--- config.mk ---
export PLATFORM = sky130hd
export DESIGN_NAME = scale_tick_divider
export DESIGN_NICKNAME = d
export VERILOG_FILES = /design/src/rtl/scale_tick_divider.sv
export SDC_FILE = /design/constraint.sdc
export NUM_CORES = 1
export LEC_CHECK = 0
export CAP_MARGIN = 20
export CORE_MARGIN = 5
export CORE_UTILIZATION = 45
export CTS_BUF_LIST = sky130_fd_sc_hd__clkbuf_2
export CTS_CLUSTER_SIZE = 30
export DETAILED_ROUTE_END_ITERATION = 10
export DONT_BUFFER_PORTS = 1
export MAX_ROUTING_LAYER = met4
export SLEW_MARGIN = 20
export SYNTH_ARGS = -nofsm -noshare
export SYNTH_HDL_FRONTEND = slang
export SYNTH_SLANG_ARGS = --single-unit
--- constraint.sdc ---
create_clock -name sysclk -period 4.6 [get_ports sysclk]
set_input_delay 1.15 -clock sysclk [delete_from_list [all_inputs] [get_ports sysclk]]
set_output_delay 1.15 -clock sysclk [all_outputs]
set_load 0.005 [all_outputs]
--- src/rtl/scale_tick_divider.sv ---
// Slow waveform clock generator: divides sysclk by PRESCALE*(Scale+1), emitting
// a one-cycle tick per period and a 50% Slow_clk; Scale changes apply on boundaries.
module scale_tick_divider #(
  parameter int PRESCALE = 1000,
  parameter int SCALE_W  = 6
) (
  input  logic               sysclk,
  input  logic               reset,
  input  logic               enable,
  input  logic [SCALE_W-1:0] Scale,
  output logic               tick,
  output logic               Slow_clk,
  output logic [SCALE_W-1:0] scale_active,
  output logic               update_ack
);

  localparam int PC_W = (PRESCALE > 1) ? $clog2(PRESCALE) : 1;
  localparam logic [PC_W-1:0] PC_LAST = PC_W'(PRESCALE - 1);

  typedef enum logic [1:0] {
    IDLE = 2'd0,
    LOAD = 2'd1,
    RUN  = 2'd2
  } state_t;

  state_t             state_q, state_d;
  logic [PC_W-1:0]    pc_q, pc_d;
  logic [SCALE_W-1:0] uc_q, uc_d;
  logic [SCALE_W-1:0] sa_q, sa_d;
  logic               pending_q, pending_d;
  logic               tick_q, tick_d;
  logic               slow_q, slow_d;
  logic               ack_q, ack_d;
  logic               pc_wrap;
  logic               terminal;

  assign pc_wrap  = (pc_q == PC_LAST);
  assign terminal = pc_wrap && (uc_q == sa_q);

  always_ff @(posedge sysclk) begin
    if (!reset) begin
      state_q   <= IDLE;
      pc_q      <= '0;
      uc_q      <= '0;
      sa_q      <= '0;
      pending_q <= 1'b0;
      tick_q    <= 1'b0;
      slow_q    <= 1'b0;
      ack_q     <= 1'b0;
    end else begin
      state_q   <= state_d;
      pc_q      <= pc_d;
      uc_q      <= uc_d;
      sa_q      <= sa_d;
      pending_q <= pending_d;
      tick_q    <= tick_d;
      slow_q    <= slow_d;
      ack_q     <= ack_d;
    end
  end

  always_comb begin
    state_d   = state_q;
    pc_d      = pc_q;
    uc_d      = uc_q;
    sa_d      = sa_q;
    pending_d = pending_q;
    tick_d    = 1'b0;
    slow_d    = slow_q;
    ack_d     = 1'b0;

    case (state_q)
      IDLE: begin
        pc_d      = '0;
        uc_d      = '0;
        slow_d    = 1'b0;
        pending_d = 1'b0;
        if (enable) begin
          state_d = LOAD;
        end
      end

      LOAD: begin
        sa_d      = Scale;
        pc_d      = '0;
        uc_d      = '0;
        pending_d = 1'b0;
        slow_d    = 1'b0;
        state_d   = enable ? RUN : IDLE;
      end

      RUN: begin
        if (!enable) begin
          // Partial period is dropped; outputs return low immediately.
          state_d   = IDLE;
          pc_d      = '0;
          uc_d      = '0;
          slow_d    = 1'b0;
          pending_d = 1'b0;
        end else if (terminal) begin
          tick_d = 1'b1;
          slow_d = ~slow_q;
          pc_d   = '0;
          uc_d   = '0;
          if (pending_q) begin
            sa_d      = Scale;
            pending_d = 1'b0;
            ack_d     = 1'b1;
          end else if (Scale != sa_q) begin
            pending_d = 1'b1;
          end
        end else begin
          pc_d = pc_wrap ? '0 : pc_q + PC_W'(1);
          if (pc_wrap) begin
            uc_d = uc_q + SCALE_W'(1);
          end
          if (Scale != sa_q) begin
            pending_d = 1'b1;
          end
        end
      end

      default: begin
        state_d = IDLE;
      end
    endcase
  end

  assign tick         = tick_q;
  assign Slow_clk     = slow_q;
  assign scale_active = sa_q;
  assign update_ack   = ack_q;

endmodule
After elaboration in Yosys (flattened, before gate mapping) --
Cells that the tools add are included.
Word-level totals: register bits 28, bits in latches 0, RAM bits 0, ROM bits 0, input bits 9, word-level logic and storage cells 63, memories kept 0
Cells by class: $add $sub $neg 2, $mul 0, divide/modulo/power cells 0, $lt $le $gt $ge 0, eq/ne operators 13, shift-type cells 0, multiplexer cells 27, bitwise logic cells 1, reductions and logical operators 12
Operators by type and width (number):
- $mux W6 | 6
- $mux W10 | 3
- $pmux W6 S2 | 2
- $pmux W10 S2 | 1
- $add A10 B1 Y10 const B | 1
- $eq A10 B10 Y1 const B | 1
- $ne A2 B2 Y1 const B | 5
- $mux W1 | 9
- $ne A4 B4 Y1 const B | 2
- $reduce_and A2 Y1 | 4
- $reduce_and A4 Y1 | 2
- $add A6 B1 Y6 const B | 1
- $eq A6 B6 Y1 | 1
- $mux W2 | 3
- $ne A6 B6 Y1 | 1
- $pmux W2 S3 | 1
- $pmux W1 S2 | 2
- $reduce_bool A2 Y1 | 2
- $ne A3 B3 Y1 const B | 1
- $reduce_and A3 Y1 | 1
- $eq A2 B1 Y1 const B | 1
- $eq A2 B2 Y1 const B | 1
- $logic_not A2 Y1 | 1
- $reduce_or A2 Y1 | 1
- other kinds (2) | 2

Logic depth before layout (Yosys ltp) --
depth after elaboration 6, depth in mapped cells 7

Worst setup path before layout --
No wires, ideal clock.
path type input -> register, from input reset, to register uc_q[5], library setup time 75 ps, data arrival time 2242 ps, required time 4525 ps, setup slack 2282 ps, cell stages on the path 5, buffers on the path 1, path through clkbuf_1 -> nand2_1 -> a311oi_1 -> a31oi_1 -> o22ai_1
RTL lines:
- from (decl) | RTL line 8 | input logic reset,
- to (signal assigned) | RTL line 53 | uc_q <= uc_d;
- to (decl) | RTL line 28 | logic [SCALE_W-1:0] uc_q, uc_d;

Final worst setup path --
from register pc_q[0], to register sa_q[3], in the netlist scale_active[3]
On the way: cells in the longest elaborated chain, start to end 4
RTL lines:
- from (decl) | RTL line 27 | logic [PC_W-1:0] pc_q, pc_d;
- from (signal assigned) | RTL line 52 | pc_q <= pc_d;
- $eq A10 B10 Y1 | RTL line 37 | assign pc_wrap = (pc_q == PC_LAST);
- $logic_and A1 B1 Y1 | RTL line 38 | assign terminal = pc_wrap && (uc_q == sa_q);
- $ne A2 B2 Y1 (no source line)
- $reduce_and A4 Y1 (no source line)
- to (signal assigned) | RTL line 45 | sa_q <= '0;
- to (signal assigned) | RTL line 54 | sa_q <= sa_d;
- to (decl) | RTL line 29 | logic [SCALE_W-1:0] sa_q, sa_d;
Every way passes these cells. A chain may end at the register's enable or synchronous reset.

==> results.py <==
metrics = {
    "status": {
        "status": "completed",
    },
    "drt": {
        "ant_nets": 0,
        "first_pass_iters": 5,
        "wirelength_met1_um": 1480,
        "wl_met3_um": 186,
        "route.detailed.drc": 0,
        "met2_length_um": 1400,
        "drt-initial-drc-count": 106,
        "vias": 1180,
        "wl_per_cell_um": 14.8,
        "top_layer_used": "met4",
        "vias_per_cell": 5.65,
        "drt_wl_total_um": 3090,
    },
    "setup_path": {
        "end_kind": "flop",
        "cp_num_cells": 6,
        "cp_data_required_time_ps": 4890,
        "crit_type": "reg2reg",
        "r2r_cells": 6,
        "critical_path.startpoint_type": "flop",
        "setup.worst_path.start": "pc_q[0]",
        "crit_path_max_incr_delay_ps": 660,
        "arrival_ps": 2600,
        "cp.buffers_inverters": 0,
        "cp_slowest_cell": "or4_4",
        "crit_family": "simple AND/OR/NAND/NOR gates",
        "r2r_setup_slack_ps": 2290,
        "rr_endpoint": "scale_active[3]",
        "crit_chain": "ha_1, and4_4, nand4_4, or4_4, o22a_1, mux2i_1",
        "r2r-start": "pc_q[0]",
        "crit_path_end": "scale_active[3]",
        "cp_max_fo": 13,
    },
    "cells_and_area": {
        "layout_common_cells": "dfxtp_1, nand2_1, nor2_1, xor2_1, nand3_1",
        "final_common_cell": "dfxtp_1",
        "nFillCells": 318,
        "nets": 177,
        "drive_above_1_share_pct": 4.85,
        "syn_to_final_growth_pct": 2.69,
        "diodes": 0,
    },
    "job": {
        "max-cap-violations": 0,
    },
    "global_route": {
        "grt_max_degree": 21,
        "grt_usage_pct": 15.2,
        "grt_overflow_total": 0,
        "antenna_found_initial": 0,
        "grt_pass1_vias": 1054,
        "grt_pass1_wl_um": 5020,
    },
    "placement": {
        "place.gp.congestion": 0.852,
        "place_hpwl_um": 2320,
        "portBuffers": 0,
        "pre_cts_slack_ps": 2280,
    },
    "floorplanning": {
        "ioPinCount": 18,
        "die-area_um2": 4440,
        "start_util_pct": 46.9,
        "die_width_um": 66.6,
        "rows": 20,
        "coreArea_um2": 3080,
        "die_h_um": 66.6,
    },
    "clock_network": {
        "cts-htree-levels": 1,
        "cts_made_buffers": 3,
        "path_clk_slew_ps": 260,
        "clk_latency_ps": 360,
        "ctsResizeCount": 0,
        "cts_tree": "yes",
        "cts_setup_buffers": 0,
        "clockBufferDepth": 2,
        "hold_buffers": 0,
        "cts_sinks": 28,
        "cts-root-buf": "clkbuf_2",
    },
    "synth": {
        "synth_area_um2": 1440,
        "ys_seq_area_share_pct": 38.8,
        "syn_inst": 168,
        "ys.warnings.count": 0,
        "ys.flop_type": "dfxtp_1",
        "ys_ff_latch": 28,
        "synthArstFlopShare_pct": 0,
        "yosysUniqueCellTypes": 37,
        "synth_edf_count": 0,
        "synth_fp_nets": 179,
        "synth.avg_cell_area_um2": 8.59,
    },
    "sta": {
        "layout_setup_ws_ps": 2290,
        "max-slew-margin-rel_pct": 48.9,
        "fin_crit_sh_pct": 50.3,
        "worst_slew_pin_slew_ps": 761,
        "rsz0062_at_grt": "no",
        "skew_ps": 13.7,
        "fin_crit_ps": 2310,
        "fmax_mhz": 433,
        "tns_ps": 0,
        "hold_viol": 0,
        "report.final.slew_viol_count": 0,
        "setup_viol": 0,
    },
    "power_and_ir_drop": {
        "p_seq_share_pct": 69.3,
        "power.density_nw_per_um2": 249,
        "p_leak_uw": 0.000596,
        "peakVddDrop_v": 0.0000716,
        "p_int_uw": 278,
        "p_clk_share_pct": 24.4,
        "power_frac_comb_pct": 6.3,
        "p_sw_uw": 91.3,
        "p_sw_share_pct": 24.7,
    },
    "worst_hold_path": {
        "worstHoldPathType": "reg2reg",
    },
}
==> power groups by stage <==
stage	registers, uW	logic, uW	clock network [uW]
after floorplan	256	24.9	0
after global placement	260	22.6	0
after detailed placement	260	23.3	0
after CTS	256	23.3	93.7
after global routing	257	26.3	107
final	256	23.3	90.1
==> how the worst min path moves through the flow <==
| stage | startpoint | to | slack, ps | cells after the start |
|---|---|---|---|---|
| 6_report | uc_q[5] | uc_q[5] | 540 | 2 |
| 5_1_grt | uc_q[5] | uc_q[5] | 570 | 2 |
| 4_1_cts | uc_q[5] | uc_q[5] | 540 | 2 |
| 3_5_place_dp | pc_q[8] | pc_q[8] | 500 | 2 |
| 3_3_place_gp | pc_q[8] | pc_q[8] | 490 | 2 |
| 2_1_floorplan | pending_q | update_ack | 470 | 2 |
==> through the flow <==
stage | total power [uW] | area, um2 | util (%) | cells | hold slack (ps)
3_3_place_gp | 282 | 1460 | 47.6 | 205 | 494
2_1_floorplan | 281 | 1440 | - | 168 | 465
6_report | 369 | 1480 | 48.2 | 209 | 537
5_1_grt | 390 | 1480 | 48.2 | 209 | 568
3_5_place_dp | 283 | 1460 | 47.6 | 205 | 504
4_1_cts | 373 | 1480 | 48.2 | 209 | 542
==> final cells by class <==
| cell class | instances | area [um2] | share of cell area, % |
|---|---|---|---|
| inverters | 6 | 22.5 | 1.52 |
| multi-input cells | 127 | 826 | 55.7 |
| well taps | 44 | 55.1 | 3.71 |
| clock buffers | 3 | 15.0 | 1.01 |
| flip-flops and latches | 28 | 561 | 37.8 |
| clock inverters | 1 | 3.75 | 0.253 |
==> cell usage after synthesis (2+ instances only) <==
cell type	number	share of area (%)
a21oi_1	2	0.69
a311oi_1	2	1.2
a31oi_1	4	1.7
a32oi_1	2	1.2
and2_1	5	2.2
and3_1	6	2.6
clkbuf_1	5	1.3
dfxtp_1	28	39
ha_1	2	1.7
inv_1	6	1.6
mux2i_1	7	4.9
nand2_1	25	6.5
nand2b_1	3	1.3
nand3_1	8	2.8
nand4_1	6	2.6
nor2_1	11	2.9
nor2b_1	3	1.3
nor3_1	4	1.4
o211ai_1	2	1.0
o21ai_0	4	1.4
o221a_2	2	1.6
o22ai_1	2	0.87
xnor2_1	5	3.0
xor2_1	11	6.7
==> registers in the layout, indices dropped and copies added (netlist names) <==
name,count
uc_q,6
pc_q,10
tick,1
Slow_clk,1
scale_active,6
state_q,2
pending_q,1
update_ack,1
==> cell families after synthesis <==
| kind of cell | synth area share (%) |
|---|---|
| multiplexers | 4.85 |
| AO/OA/AOI/OAI | 13.4 |
| flip-flops | 38.8 |
| AND/OR/NAND/NOR | 27.5 |
| XOR/XNOR | 9.71 |
| adder cells (fa/ha/maj) | 1.73 |
| buffers and inverters | 3.99 |
==> tightest hold or removal path, stage by stage, from the launching register on <==
cell,delay (ps)
dfxtp_1,380
inv_1,70
o22ai_1,80
==> metal layers <==
layer  GRT usage [%]  up-vias
met1            20.9      550
li1                -      590
met3            3.20        2
met5               -        -
met2            21.9       38
met4            5.33        0
Power figures use the tool's default switching activity.
